**config.mk**
```make
export PLATFORM = sky130hd
export DESIGN_NAME = serial_sub
export DESIGN_NICKNAME = d
export VERILOG_FILES = /design/src/rtl/sub_pkg.sv /design/src/rtl/full_sub.sv /design/src/rtl/serial_sub.sv
export SDC_FILE = /design/constraint.sdc
export NUM_CORES = 1
export LEC_CHECK = 0
export CORE_UTILIZATION = 55
export DETAILED_ROUTE_END_ITERATION = 16
export DONT_BUFFER_PORTS = 1
export GPL_TIMING_DRIVEN = 0
export PLACE_DENSITY_LB_ADDON = 0.08
export SYNTH_ARGS = -nofsm -noshare
export SYNTH_HDL_FRONTEND = slang
export SYNTH_SLANG_ARGS = --single-unit
```
**constraint.sdc**
```tcl
create_clock -name clk -period 2.9 [get_ports clk]
set_clock_uncertainty 0.1 [all_clocks]
set_input_delay 0.435 -clock clk [delete_from_list [all_inputs] [get_ports clk]]
set_output_delay 0.435 -clock clk [all_outputs]
set_load 0.01 [all_outputs]
```
**src/rtl/sub_pkg.sv**
```systemverilog
// Shared definitions for the bit-serial subtractor: FSM encoding, default width
// and the counter-width helper.
package sub_pkg;

  localparam int SUB_WIDTH = 8;

  typedef enum logic {
    ST_IDLE = 1'b0,
    ST_RUN  = 1'b1
  } state_t;

  // Never returns less than 1 so a WIDTH=1 counter still has a bit to hold.
  function automatic int clog2(input int value);
    int result;
    result = 1;
    for (int i = 1; i < 31; i++) begin
      if ((1 << i) < value) result = i + 1;
    end
    return result;
  endfunction

endpackage

```
**src/rtl/full_sub.sv**
```systemverilog
// Combinational 1-bit full subtractor: diff = a - b - bin, with borrow-out.
module full_sub (
  input  logic a,
  input  logic b,
  input  logic bin,
  output logic diff,
  output logic bout
);

  assign diff = a ^ b ^ bin;
  assign bout = (~a & b) | (~(a ^ b) & bin);

endmodule

```
**src/rtl/serial_sub.sv**
```systemverilog
// LSB-first bit-serial subtractor: a - b - bin over WIDTH cycles through a single
// full-subtractor slice, with a start/busy/done handshake and registered outputs.
module serial_sub
  import sub_pkg::*;
#(
  parameter int WIDTH = SUB_WIDTH
) (
  input  logic             clk,
  input  logic             rst,
  input  logic             start,
  input  logic [WIDTH-1:0] a,
  input  logic [WIDTH-1:0] b,
  input  logic             bin,
  output logic             busy,
  output logic             done,
  output logic [WIDTH-1:0] diff,
  output logic             bout,
  output logic             ovf
);

  localparam int CNT_W = clog2(WIDTH);
  localparam logic [CNT_W-1:0] LAST_CNT = CNT_W'(WIDTH - 1);

  state_t           r_state;
  logic [CNT_W-1:0] r_cnt;
  logic [WIDTH-1:0] r_a_sh;
  logic [WIDTH-1:0] r_b_sh;
  logic [WIDTH-1:0] r_res;
  logic             r_brw;
  logic             r_a_msb;
  logic             r_b_msb;
  logic             r_busy;
  logic             r_done;
  logic [WIDTH-1:0] r_diff;
  logic             r_bout;
  logic             r_ovf;

  logic             w_d;
  logic             w_bo;
  logic [WIDTH-1:0] w_res_next;

  full_sub u_full_sub (
    .a    (r_a_sh[0]),
    .b    (r_b_sh[0]),
    .bin  (r_brw),
    .diff (w_d),
    .bout (w_bo)
  );

  // New difference bit enters at the MSB; after WIDTH steps the LSB sits at bit 0.
  assign w_res_next = (r_res >> 1) | (WIDTH'(w_d) << (WIDTH - 1));

  always_ff @(posedge clk or posedge rst) begin
    if (rst) begin
      r_state <= ST_IDLE;
      r_cnt   <= '0;
      r_a_sh  <= '0;
      r_b_sh  <= '0;
      r_res   <= '0;
      r_brw   <= 1'b0;
      r_a_msb <= 1'b0;
      r_b_msb <= 1'b0;
      r_busy  <= 1'b0;
      r_done  <= 1'b0;
      r_diff  <= '0;
      r_bout  <= 1'b0;
      r_ovf   <= 1'b0;
    end else begin
      r_done <= 1'b0;
      case (r_state)
        ST_IDLE: begin
          if (start) begin
            r_a_sh  <= a;
            r_b_sh  <= b;
            r_brw   <= bin;
            r_res   <= '0;
            r_cnt   <= '0;
            r_a_msb <= a[WIDTH-1];
            r_b_msb <= b[WIDTH-1];
            r_busy  <= 1'b1;
            r_state <= ST_RUN;
          end
        end
        ST_RUN: begin
          r_a_sh <= r_a_sh >> 1;
          r_b_sh <= r_b_sh >> 1;
          r_brw  <= w_bo;
          r_res  <= w_res_next;
          r_cnt  <= r_cnt + CNT_W'(1);
          // On the last step the fresh bit w_d is also the result's sign bit.
          if (r_cnt == LAST_CNT) begin
            r_diff  <= w_res_next;
            r_bout  <= w_bo;
            r_ovf   <= (r_a_msb != r_b_msb) && (w_d != r_a_msb);
            r_done  <= 1'b1;
            r_busy  <= 1'b0;
            r_state <= ST_IDLE;
          end
        end
      endcase
    end
  end

  assign busy = r_busy;
  assign done = r_done;
  assign diff = r_diff;
  assign bout = r_bout;
  assign ovf  = r_ovf;

endmodule

```
==> results.ini <==
[sta]
min_period_over_period_pct = 58.9
timing.hold.ws_ns = 0.0304
fin_crit_ns = 1.71
fin_tns_setup_ns = 0
hold_violations = 0
rsz0062_at_grt = false
fmax_ghz = 0.585
finalSetupViolCount = 0
slew_headroom_pct = 43.9
slew_violations = 0
worst_slew_pin_slew_ns = 0.840

[global_route]
grt_start_max_net_pins = 43
grt_overflow = 0
grt_pass1_wl_mm = 4.88
grtUsageTotal_pct = 18.4
grt_pass1_vias = 1051
antenna_found_initial = 0

[final_layout]
drive_gt1_share_pct = 18.0
finalNetCount = 185
final_common_cell = dfrtp_1
diodes = 0
layout_common_cells = dfrtp_1, nand2_1, mux2i_1, o21ai_1, mux2_4
area_growth_pct = 5.36

[synthesis]
synth_seq_cells = 42
avgSynthCellArea_um2 = 12.4
syn-num-nets = 178
synth_area_um2 = 1910
synth.distinct_cells = 25
ys_warn_count = 0
synth_seq_area_share_pct = 54.9
synth_cells = 154

[floorplanning]
die_h_um = 61.0
initial_core_util_pct = 57.3
core_area_um2 = 3340
num_rows = 21
io_pins = 32
die_area_um2 = 3720
fp.dieW_um = 61.0

[place]
place.port_buffers = 0
place_congestion = 0.710
hpwl_mm = 2.19

[route]
drt_iter0_drc = 30
via_count = 1103
drtAntennaViolNets = 0
routedWlPerCell_um = 15.0
routed_via_density = 5.33
dr.pass1.iters = 4
drc = 0
wl_mm = 3.10

[clocking]
htree_levels = 2
numCtsBuffers = 5
cts_tree = done
ctsHoldBuffers = 0
cts_resized = 0
root_buffer = clkbuf_4
cts.reportedPaths.clkPinSlew_ns = 0.11
cts.sinks = 42
clk_latency_ns = 0.33
clk_path_buf_depth = 2
post_cts_buffers = 0

[power_and_ir_drop]
p_per_area_nw_per_um2 = 1020
leakagePower_nw = 0.976
ir_drop_uv = 503

[setup_path]
critPathRequiredTime_ns = 3.06
criticalPathCategory = reg -> reg
crit_arrival_ns = 1.87
r2r_slack_ns = 1.19
end_kind = flip-flop
cp-start-kind = flip-flop
worstPathMaxFanout = 4

[run_status]
status = complete, no violations

[hold_path]
hp-class = in -> async

[run]
cap_violations = 0

[sequential cells by signal (all words and copies together) (netlist names)]
name     count
bout         1
done         1
r_b_sh       8
ovf          1
r_a_msb      1
r_cnt        3
r_b_msb      1
r_state      1
busy         1
r_brw        1
r_a_sh       8
diff         8
r_res        7
[metal layers]
layer | vias to the layer above | track usage [%] | wire, um
met5 | - | 0 | 0
met4 | 0 | 5.84 | 38
met3 | 5 | 6.61 | 166
met2 | 29 | 27.9 | 1450
met1 | 531 | 24.8 | 1450
li1 | 538 | - | -
[cell usage after synthesis (all sizes together)]
| master | count | area share, % |
|---|---|---|
| a21o | 1 | 0.39 |
| a21oi | 3 | 0.78 |
| a22o | 2 | 0.92 |
| a31oi | 1 | 0.33 |
| buf | 9 | 5.0 |
| dfrtp | 42 | 55 |
| fa | 1 | 1.0 |
| ha | 3 | 2.0 |
| inv | 4 | 0.92 |
| mux2 | 10 | 7.8 |
| mux2i | 19 | 9.9 |
| nand2 | 23 | 5.4 |
| nand2b | 8 | 2.6 |
| nand3b | 1 | 0.39 |
| nor2 | 4 | 0.92 |
| nor2b | 1 | 0.72 |
| o21ai | 21 | 5.5 |
| or3b | 1 | 0.46 |
[report_power, final]
group	switching (mW)	internal (mW)	leakage, nW
logic	0.366	0.405	0.419
clock network	0.167	0.0917	0.0254
registers	0.198	0.838	0.531
total	0.731	1.33	0.976
[cell type report]
cell class	count	area, um2
Clock buffer	7	45.0
Sequential cell	42	1050
Fill cell	297	1320
Inverter	4	17.5
Tap cell	46	57.6
Multi-Input combinational cell	99	749
Buffer	9	95.1
[cells by family after synthesis]
| logic type | after synthesis | synth area share [%] |
|---|---|---|
| compound gates | 28 | 7.91 |
| fa+ha+maj | 4 | 3.01 |
| buf+inv | 13 | 5.89 |
| flops | 42 | 54.9 |
| mux | 29 | 17.8 |
| simple gates | 38 | 10.5 |
[critical path: stages, from the launching register on]
cell     delay (ns)
dfrtp_1        0.36
inv_1          0.06
fa_1           0.54
or3b_1         0.41
a31oi_1        0.17
[stage by stage]
stage               total power [mW]  std cells  instance area [um2]  setup WS [ns]  util [%]
floorplan                       1.66        154                 1910           1.32         -
global placement                1.79        200                 1970           1.00      59.1
detailed placement              1.83        200                 1970           1.20      59.1
CTS                             2.10        207                 2020           1.18      60.4
global route                    2.23        207                 2020           1.11      60.4
finish                          2.07        207                 2020           1.19      60.4
[path summary, 6_finish.rpt]
| check | end | depth (start not counted) | start |
|---|---|---|---|
| min in group clk | r_a_msb | 1 | a[7] |
| worst max register to register | ovf | 4 | r_brw |
| worst min register to register | r_a_sh[6] | 2 | r_a_sh[7] |
| max in group asynchronous | r_res[3] | 1 | rst |
| worst min-delay path | diff[7] | 1 | rst |
| worst max-delay path | ovf | 4 | r_brw |
Note: power is estimated with default switching activity, not from simulation.
